### src/rtl/multicycle_ctrl.sv
// multicycle_ctrl: multi-cycle control unit for a 64-bit RISC-V datapath.
// Each instruction steps through FETCH, DECODE, EXEC, MEM and WB; this block
// drives the datapath strobes for each state. Memories use req/ack handshakes.
//
// Ports:
//   clk, reset (async, active-low)
//   opcode/funct3/funct7b5 : IR fields
//   alu_zero               : ALU zero flag (branch resolution)
//   imem_ack, dmem_ack     : memory handshake acks
//   imem_req, ir_we        : fetch request / IR load
//   pc_we, pc_select       : PC load / PC mux (0 = PC+inc, 1 = PC+imm<<1)
//   wr_en, mem_to_reg      : register-file write / write-back source
//   alu_src2_sel, alu_ctrl : ALU operand 2 select / ALU operation
//   dmem_req, dmem_we      : data memory request / store
//   illegal                : sticky illegal-instruction flag (HALT)
//   cycle_cnt, instret_cnt : performance counters
//
// Build option: define MCTRL_PERF_CNT_EN to build the performance counters;
// otherwise both counter outputs are tied to 0.

module multicycle_ctrl (
  input  logic        clk,
  input  logic        reset,
  input  logic [6:0]  opcode,
  input  logic [2:0]  funct3,
  input  logic        funct7b5,
  input  logic        alu_zero,
  input  logic        imem_ack,
  input  logic        dmem_ack,
  output logic        imem_req,
  output logic        ir_we,
  output logic        pc_we,
  output logic        pc_select,
  output logic        wr_en,
  output logic        alu_src2_sel,
  output logic [3:0]  alu_ctrl,
  output logic        dmem_req,
  output logic        dmem_we,
  output logic        mem_to_reg,
  output logic        illegal,
  output logic [31:0] cycle_cnt,
  output logic [31:0] instret_cnt
);

  localparam logic [3:0] AluAdd = 4'b0010;
  localparam logic [3:0] AluSub = 4'b0110;
  localparam logic [3:0] AluAnd = 4'b0000;
  localparam logic [3:0] AluOr  = 4'b0001;
  localparam logic [3:0] AluXor = 4'b0011;

  typedef enum logic [2:0] {
    StFetch, StDecode, StExec, StMem, StWb, StHalt
  } state_e;

  state_e state_q, state_d;

  // Instruction class, decoded straight from the IR fields (IR is stable
  // from DECODE until the instruction retires).
  logic is_r, is_i, is_ld, is_sd, is_br;
  logic alu_f3_ok, legal;
  logic [3:0] alu_op;

  always_comb begin
    is_r  = (opcode == 7'b0110011);
    is_i  = (opcode == 7'b0010011);
    is_ld = (opcode == 7'b0000011);
    is_sd = (opcode == 7'b0100011);
    is_br = (opcode == 7'b1100011);

    alu_f3_ok = (funct3 == 3'b000) || (funct3 == 3'b111) ||
                (funct3 == 3'b110) || (funct3 == 3'b100);

    legal = ((is_r || is_i) && alu_f3_ok) || is_ld || is_sd ||
            (is_br && (funct3 == 3'b000 || funct3 == 3'b001));

    alu_op = AluAdd;
    if (is_br) begin
      alu_op = AluSub;
    end else if (is_r || is_i) begin
      case (funct3)
        3'b000:  alu_op = (is_r && funct7b5) ? AluSub : AluAdd;
        3'b111:  alu_op = AluAnd;
        3'b110:  alu_op = AluOr;
        3'b100:  alu_op = AluXor;
        default: alu_op = AluAdd;
      endcase
    end
  end

  // Next state and Moore/Mealy strobes; every strobe defaults to 0.
  always_comb begin
    state_d      = state_q;
    imem_req     = 1'b0;
    ir_we        = 1'b0;
    pc_we        = 1'b0;
    pc_select    = 1'b0;
    wr_en        = 1'b0;
    alu_src2_sel = 1'b0;
    alu_ctrl     = AluAdd;
    dmem_req     = 1'b0;
    dmem_we      = 1'b0;
    mem_to_reg   = 1'b0;
    illegal      = 1'b0;

    unique case (state_q)
      StFetch: begin
        imem_req = 1'b1;
        if (imem_ack) begin
          ir_we   = 1'b1;
          state_d = StDecode;
        end
      end
      StDecode: begin
        state_d = legal ? StExec : StHalt;
      end
      StExec: begin
        alu_ctrl     = alu_op;
        alu_src2_sel = is_i || is_ld || is_sd;
        if (is_br) begin
          pc_we     = 1'b1;
          // funct3[0] distinguishes BNE from BEQ.
          pc_select = funct3[0] ? !alu_zero : alu_zero;
          state_d   = StFetch;
        end else if (is_ld || is_sd) begin
          state_d = StMem;
        end else begin
          state_d = StWb;
        end
      end
      StMem: begin
        alu_ctrl     = alu_op;
        alu_src2_sel = 1'b1;
        dmem_req     = 1'b1;
        dmem_we      = is_sd;
        if (dmem_ack) begin
          if (is_sd) begin
            pc_we   = 1'b1;
            state_d = StFetch;
          end else begin
            state_d = StWb;
          end
        end
      end
      StWb: begin
        alu_ctrl     = alu_op;
        alu_src2_sel = is_i || is_ld;
        wr_en        = 1'b1;
        mem_to_reg   = is_ld;
        pc_we        = 1'b1;
        state_d      = StFetch;
      end
      StHalt: begin
        illegal = 1'b1;
      end
      default: state_d = StHalt;
    endcase
  end

  always_ff @(posedge clk or negedge reset) begin
    if (!reset) begin
      state_q <= StFetch;
    end else begin
      state_q <= state_d;
    end
  end

`ifdef MCTRL_PERF_CNT_EN
  logic [31:0] cycle_cnt_q, cycle_cnt_d;
  logic [31:0] instret_cnt_q, instret_cnt_d;

  // pc_we fires exactly once per instruction, in its final cycle.
  always_comb begin
    cycle_cnt_d   = cycle_cnt_q + 32'd1;
    instret_cnt_d = instret_cnt_q + {31'd0, pc_we};
  end

  always_ff @(posedge clk or negedge reset) begin
    if (!reset) begin
      cycle_cnt_q   <= 32'd0;
      instret_cnt_q <= 32'd0;
    end else begin
      cycle_cnt_q   <= cycle_cnt_d;
      instret_cnt_q <= instret_cnt_d;
    end
  end

  assign cycle_cnt   = cycle_cnt_q;
  assign instret_cnt = instret_cnt_q;
`else
  assign cycle_cnt   = 32'd0;
  assign instret_cnt = 32'd0;
`endif

endmodule

### config.mk
export PLATFORM = sky130hd
export DESIGN_NAME = multicycle_ctrl
export DESIGN_NICKNAME = d
export VERILOG_FILES = /design/src/rtl/multicycle_ctrl.sv
export SDC_FILE = /design/constraint.sdc
export NUM_CORES = 1
export LEC_CHECK = 0
export CORE_ASPECT_RATIO = 0.8
export CORE_MARGIN = 4
export CORE_UTILIZATION = 30
export DETAILED_ROUTE_END_ITERATION = 7
export PLACE_DENSITY = 0.78
export SYNTH_ARGS = -nofsm -noshare
export SYNTH_HDL_FRONTEND = slang
export SYNTH_SLANG_ARGS = --single-unit
### constraint.sdc
create_clock -name clk -period 2.24 [get_ports clk]
set_input_delay 0.448 -clock clk [delete_from_list [all_inputs] [get_ports clk]]
set_output_delay 0.448 -clock clk [all_outputs]
set_load 0.005 [all_outputs]
Word-level counts from Yosys, hierarchy flattened --
Index checks and enable logic that the tools add are counted.
Word-level totals: output and inout port bits 78, bits in registers 3, logic and storage cells 65, input port bits 16
Operators by class: bitwise gates (word level) 1, equality and inequality tests 16, reduce and logical (&&, ||, !) cells 19, multiplexer cells 28
Operators by type and width (number):
- $mux W3 | 8
- $pmux W3 S6 | 1
- $eq A3 B3 Y1 const B | 5
- $eq A7 B6 Y1 const B | 2
- $mux W1 | 14
- $pmux W3 S4 | 1
- $logic_or A1 B1 Y1 | 11
- $mux W4 | 2
- $eq A7 B2 Y1 const B | 1
- $eq A7 B5 Y1 const B | 1
- $eq A7 B7 Y1 const B | 1
- $eq A3 B1 Y1 const B | 2
- $eq A3 B2 Y1 const B | 2
- $logic_not A3 Y1 | 2
- $pmux W1 S3 | 2
- $ne A2 B2 Y1 const B | 2
- $logic_and A1 B1 Y1 | 3
- $reduce_and A3 Y1 | 1
- $reduce_or A3 Y1 | 1
- $logic_not A1 Y1 | 1
- $not A1 Y1 | 1

Longest topological paths before layout --
Gate-level depths: netlist (run 1).
word-level depth 10, mapped depth 5, depth with buffers taken out 4

Worst setup path after synthesis (run 1) --
OpenSTA, ideal clock, no wires.
kind register -> output, from reg state_q[2], to out alu_ctrl[0], slack 447 ps, buffers on the path 0, stages on the path, launching flop included 5, required time 1792 ps, data arrival time 1345 ps, cells stage by stage dfrtp_1 -> or3b_2 -> nand2_1 -> and4_2 -> and2b_1
On the way: cells in the longest elaborated chain, start to end 3, elaborated cells on any way between the ends 5, those cells by class eq/ne (3); mux (1); reduce/logical (1)
RTL lines:
- start, declared | line 55 | state_e state_q, state_d;
- start signal, assigned | line 161 | state_q <= StFetch;
- start signal, assigned | line 163 | state_q <= state_d;
- $eq A3 B2 Y1 / $eq A3 B3 Y1 (equally long branches) | line 105 | unique case (state_q)
- $reduce_or A3 Y1 (no source line) *
- $mux W4 * | line 105
- end, declared | line 36 | output logic [3:0] alu_ctrl,
Every way passes the cells marked *; elsewhere a longest branch is shown, timed or not.

Worst setup path after layout (run 1) --
from in opcode[4], to out pc_select
On the way: cells in the longest elaborated chain, start to end 3
RTL lines:
- start, declared | line 24 | input logic [6:0] opcode,
- $eq A7 B7 Y1 | line 68 | is_br = (opcode == 7'b1100011);
- $mux W1 | line 119 | if (is_br) begin
- $mux W1 | line 105
- end, declared | line 33 | output logic pc_select,
No other way between the ends.

==> results of run 1 <==
power by group through the flow:
stage / clock network, mW / logic, mW / registers, mW
2_1_floorplan: 0 / 0.234 / 0.0937
3_3_place_gp: 0 / 0.333 / 0.0780
3_5_place_dp: 0 / 0.339 / 0.0796
4_1_cts: 0.152 / 0.340 / 0.0789
5_1_grt: 0.160 / 0.398 / 0.0800
6_report: 0.151 / 0.358 / 0.0788
cell type report:
| cell class | count | area [um^2] | share of cell area |
|---|---|---|---|
| clock buffers | 4 | 45.0 | 0.0345 |
| inverters | 4 | 15.0 | 0.0115 |
| multi-input cells | 121 | 657 | 0.503 |
| flip-flops and latches | 3 | 75.1 | 0.0575 |
| well taps | 40 | 50.0 | 0.0384 |
| repair buffers | 55 | 463 | 0.355 |
worst register-to-register path, cell delays in order, from the launching register on:
cell and delay, ns:
dfrtp_1 0.36, buf_4 0.16, nand2b_1 0.22, buf_4 0.18
a2111oi_0 0.40, nor4_1 0.10
layer usage:
layer  global-route usage  up-vias
li1                     -      419
met1                0.122      415
met2                0.179       45
met3               0.0137        0
met4               0.0241        0
met5                    0        -
synth_stat cells:
master,number,area [um^2]
a2111oi_0,1,8.76
a2111oi_2,1,15.0
a21boi_0,1,7.51
a21oi_1,2,10.0
a221o_1,1,10.0
a22oi_1,1,7.51
a31oi_1,1,6.26
and2_1,2,12.5
and2b_1,1,7.51
and4_2,1,10.0
and4b_1,1,10.0
buf_4,66,495
buf_6,1,11.3
clkbuf_8,1,13.8
conb_1,1,3.75
dfrtp_1,3,75.1
inv_1,4,15.0
nand2_1,6,22.5
nand2b_1,2,12.5
nand2b_4,1,13.8
nand3_1,3,15.0
nand3b_1,2,15.0
nand4bb_1,1,11.3
nor2_1,11,41.3
nor2b_1,2,12.5
nor3_1,4,20.0
nor4_1,3,18.8
nor4bb_1,1,10.0
o21ai_0,3,15.0
o22ai_1,1,6.26
o32a_1,1,10.0
or3b_2,1,8.76
xnor2_1,1,8.76
final timing paths:
check / to / slack, ns / depth (start not counted)
max reg2reg: state_q[2] / 0.68 / 5
max in group asynchronous: state_q[0] / 1.68 / 1
min in group clk: state_q[1] / 0.72 / 2
min: state_q[2] / 0.42 / 1
min reg2reg: state_q[1] / 0.72 / 2
max: pc_select / 0.02 / 7
what timing repair did:
| item | in CTS | in global routing |
|---|---|---|
| setup endpoints to repair | 8 | 9 |
| buffers inserted | 5 | 0 |
| gates resized for setup | 28 | 11 |
| pin swaps | 6 | 4 |
cells in the final DEF, fill, tap and decap left out, drive strengths merged:
cell | netlist | final
inv | 4 | 4
xnor2 | 1 | 1
dlygate4sd2 | 0 | 8
nand2 | 6 | 6
and2b | 1 | 1
nor4 | 3 | 3
a221o | 1 | 1
o21ai | 3 | 3
buf | 67 | 27
a21oi | 2 | 2
clkdlybuf4s15 | 0 | 3
nor4bb | 1 | 1
clkbuf | 1 | 7
or3b | 1 | 1
a22oi | 1 | 1
a21boi | 1 | 1
and4b | 1 | 1
nand4bb | 1 | 1
and4 | 1 | 1
clkdlybuf4s50 | 0 | 14
nor2 | 11 | 11
nor2b | 2 | 2
a31oi | 1 | 1
and2 | 2 | 2
dfrtp | 3 | 3
nand3b | 2 | 2
nand2b | 3 | 3
nand3 | 3 | 3
conb | 1 | 65
nor3 | 4 | 4
o32a | 1 | 1
o22ai | 1 | 1
a2111oi | 2 | 2
through the flow:
step	hold slack, ns	power, mW
3_3_place_gp	0.636	0.411
2_1_floorplan	0.152	0.328
5_1_grt	0.432	0.638
3_5_place_dp	0.639	0.419
6_report	0.422	0.588
4_1_cts	0.421	0.571
cell families (layout without fill, tap and decap cells):
logic type                after synthesis  count (layout)
DFF                                     3               3
xor gates and xnor gates                1               1
other                                   1              65
and+or+nand+nor                        42              42
AOI/OAI and AO/OA                      13              13
buffers and inverters                  72              63
==> results.json, run 1 <==
{
  "outcome": "complete, no violations",
  "dpl_worst_slack_ns": -0.468,
  "ctsHoldBuffers": 0,
  "combPwrFrac": 0.610,
  "antenna_left": 0,
  "io_pins": 94,
  "fin_nets": 204,
  "synth-xor-area-share": 0.00911,
  "stdcell_count": 227,
  "synth_top_family_by_area": "buffers and inverters",
  "hold_path_class": "primary input to async pin",
  "slowest_stage": "clkdlybuf4s50_1",
  "path_clk_slew_ns": 0.03,
  "setup.worst_path.start": "opcode[4]",
  "diodes": 0,
  "path_buf_inv": 3,
  "drc_errors": 0,
  "grt_overflow": 0,
  "seq_power_share": 0.134,
  "viasPerCell": 3.87,
  "grt_pass1_vias": 745,
  "reg_top3": "state_q x3",
  "drt-met1-wl_um": 917,
  "drtPass1Iterations": 4,
  "largest_reg_flops": 3,
  "cts_tree": "done",
  "clk_latency_ns": 0.21,
  "final_area_um2": 1310,
  "grt_max_degree": 14,
  "cp_slowest_stage_delay_ns": 0.42,
  "root_buffer": "clkbuf_8",
  "fill_cells": 313,
  "die_h_um": 58.6,
  "fin_crit_ns": 2.22,
  "wl_per_cell_um": 10.8,
  "cts_sinks": 3,
  "max_freq_mhz": 450,
  "crit_type": "primary input to output port",
  "power_density_nw_per_um2": 450,
  "yosys.area_share.simple": 0.251,
  "die_w_um": 71.3,
  "cp_cell_sequence": "clkdlybuf4s50_1 -> nand2b_4 -> nor2_4 -> buf_4 -> nand2_1 -> nor4_2 -> clkdlybuf4s15_1",
  "crit_path_end_kind": "output port",
  "clockPowerShare": 0.256,
  "wl_um": 2460,
  "placed_area_um2": 1180,
  "antenna_found_initial": 0,
  "drv_cap": 0,
  "dr_wl_met3_um": 194,
  "fin_worst_skew_ns": 0.000305,
  "critPathMaxFanout": 3,
  "switching_share": 0.360,
  "crit_family": "buffers and inverters",
  "p_leak_nw": 0.688,
  "slew_violations": 0,
  "power.internal_mw": 0.376,
  "synth-adder-area-share": 0,
  "highest_layer": "met3",
  "first_iter_violations": 63,
  "row_count": 18,
  "synth_compound_area_frac": 0.100,
  "drive_above_1_share": 0.246,
  "ir_drop_mv": 0.184,
  "ys_seq_area_frac": 0.0781,
  "hold_violations": 0,
  "largest-register": "state_q",
  "crit_required_ns": 1.79,
  "place_inst": 218,
  "cts_max_path_buffers": 2,
  "setup_viol": 0,
  "syn-cell-area_um2": 961,
  "grt_usage": 0.0983,
  "area_growth_pct": 35.8,
  "synthCells": 132,
  "dieArea_um2": 4180,
  "synth_cell_type_count": 33,
  "hpwl_um": 1920,
  "worst_setup_path_start_kind": "primary input",
  "avgSynthCellArea_um2": 7.28,
  "h-tree-depth": 1,
  "start_util": 0.311,
  "p_sw_mw": 0.211,
  "utilization": 0.423,
  "portBuffers": 28,
  "synth.mux.area_fraction": 0,
  "r2r-start": "state_q[2]",
  "period_share": 0.993,
  "ys_warn_count": 0,
  "gp_congestion": 0.857,
  "tns_ns": 0,
  "cts_made_buffers": 3,
  "ys_ff_latch": 3,
  "fin_ws_ns": 0.0162,
  "coreArea_um2": 3090,
  "vias": 879,
  "grt_pass1_wl_um": 3330,
  "critPathArrivalTime_ns": 1.78,
  "routed-wl-met2_um": 1350,
  "rsz0062_at_grt": "yes"
}
No activity file was read; power rests on OpenSTA's default activity.
==> run 2: changes to the inputs <==
--- a/config.mk
+++ b/config.mk
@@ -10,6 +10,7 @@
 export CORE_UTILIZATION = 30
 export DETAILED_ROUTE_END_ITERATION = 7
 export PLACE_DENSITY = 0.78
+export SLEW_MARGIN = 10
 export SYNTH_ARGS = -nofsm -noshare
 export SYNTH_HDL_FRONTEND = slang
 export SYNTH_SLANG_ARGS = --single-unit
==> results of run 2 <==
The final DEF is identical to that of run 1; final timing and power are the same.
==> run 3: changes to the inputs <==
--- a/config.mk
+++ b/config.mk
@@ -6,10 +6,11 @@
 export NUM_CORES = 1
 export LEC_CHECK = 0
 export CORE_ASPECT_RATIO = 0.8
-export CORE_MARGIN = 4
+export CORE_MARGIN = 2
 export CORE_UTILIZATION = 30
 export DETAILED_ROUTE_END_ITERATION = 7
-export PLACE_DENSITY = 0.78
+export GPL_ROUTABILITY_DRIVEN = 0
+export PLACE_DENSITY = 0.81
 export SLEW_MARGIN = 10
 export SYNTH_ARGS = -nofsm -noshare
 export SYNTH_HDL_FRONTEND = slang
==> results.json, run 3 (synthesized netlist as in run 1, its figures left out) <==
{
  "crit_required_ns": 1.79,
  "fin_worst_skew_ns": 0.00323,
  "highest_layer": "met4",
  "cts_sinks": 3,
  "root_buffer": "clkbuf_8",
  "p_total_mw": 0.588,
  "grt_pass1_wl_um": 3000,
  "antenna_left": 0,
  "largest-register": "state_q",
  "fin_nets": 200,
  "die_w_um": 67.3,
  "worst_setup_path_start_kind": "primary input",
  "portBuffers": 28,
  "cts_tree": "done",
  "viasPerCell": 3.81,
  "layout_commonest_cell": "conb_1",
  "grt_pass1_vias": 676,
  "outcome": "complete, no violations",
  "period_share": 0.971,
  "drtPass1Iterations": 5,
  "drt-met1-wl_um": 743,
  "die_h_um": 54.6,
  "h-tree-depth": 1,
  "cts_made_buffers": 3,
  "hpwl_um": 1660,
  "reg_top3": "state_q x3",
  "coreArea_um2": 3060,
  "grt_max_degree": 14,
  "drc_errors": 0,
  "diodes": 0,
  "drv_cap": 0,
  "routed-wl-met2_um": 1030,
  "drive_above_1_share": 0.224,
  "area_growth_pct": 32.3,
  "hold_violations": 0,
  "placed_area_um2": 1170,
  "critPathMaxFanout": 2,
  "cts_max_path_buffers": 2,
  "crit_path_end_kind": "output port",
  "path_clk_slew_ns": 0.03,
  "vias": 850,
  "crit_type": "primary input to output port",
  "largest_reg_flops": 3,
  "r2r_cells": 5,
  "power_density_nw_per_um2": 462,
  "setup_viol": 0,
  "final_cell_mix": "conb_1, buf_4, clkdlybuf4s50_1",
  "max_freq_mhz": 460,
  "wl_um": 2060,
  "io_pins": 94,
  "final_area_um2": 1270,
  "utilization": 0.415,
  "start_util": 0.314,
  "ir_drop_mv": 0.184,
  "first_iter_violations": 43,
  "dieArea_um2": 3670,
  "grt_overflow": 0,
  "hold_path_class": "primary input to async pin",
  "grt_usage": 0.106,
  "dpl_worst_slack_ns": -0.444,
  "fin_crit_ns": 2.18,
  "wl_per_cell_um": 9.22,
  "slew_violations": 0,
  "p_leak_nw": 0.669,
  "fin_ws_ns": 0.0646,
  "dr_wl_met3_um": 274,
  "clk_latency_ns": 0.21,
  "row_count": 18,
  "critPathArrivalTime_ns": 1.73,
  "antenna_found_initial": 0,
  "holdWs_ns": 0.417
}
-- run 3: changes by cell type in the layout (fill, tap and decap cells not counted), sizes merged --
cell	delta
clkdlybuf4s15	-1
clkbuf	-1
dlygate4sd2	+2
buf	-4
-- run 3: critical path, cell delays in order --
cell and delay [ns]:
clkdlybuf4s50_1 0.42, nand2b_4 0.16, nor2_4 0.12, buf_4 0.12, buf_4 0.10, nand3_1 0.08, nand2_1 0.08, clkdlybuf4s15_1 0.20
-- run 3: metal layers --
layer,vias up,GRT usage
li1,407,-
met1,383,0.125
met2,58,0.188
met3,2,0.0309
met4,0,0.0306
met5,-,0
-- run 3: path summary, 6_finish.rpt --
check | start | end | slack, ns
min reg2reg | state_q[1] | state_q[2] | 0.71
max reg2reg | state_q[2] | state_q[2] | 0.68
min | reset | state_q[2] | 0.42
max in group asynchronous | reset | state_q[0] | 1.68
min in group clk | state_q[1] | state_q[2] | 0.71
max | opcode[4] | pc_we | 0.06
-- run 3: through the flow --
step | instances | setup TNS (ns)
4_1_cts | 223 | 0
2_1_floorplan | 196 | 0
3_3_place_gp | 217 | -2.60
3_5_place_dp | 217 | -2.90
6_report | 223 | 0
5_1_grt | 223 | -0.00555
-- run 3: final cells by class --
type                            count  area, um^2
Inverter                            4        15.0
Timing Repair Buffer               51         435
Clock buffer                        4        45.0
Tap cell                           40        50.0
Fill cell                         338        1790
Multi-Input combinational cell    121         651
Sequential cell                     3        75.1
-- run 3: power by group --
part / total (mW) / internal, mW / switching (mW) / leakage (nW)
sequential: 0.0800 / 0.0714 / 0.00856 / 0.0323
clock: 0.154 / 0.121 / 0.0331 / 0.0228
combinational: 0.353 / 0.185 / 0.168 / 0.614
-- run 3: repair_timing --
| action | CTS | global route |
|---|---|---|
| hold buffers | 0 | 0 |
| resized for setup | 27 | 8 |
| setup buffers | 2 | 0 |
| setup endpoints to repair | 8 | 3 |
| pin swaps | 4 | 0 |
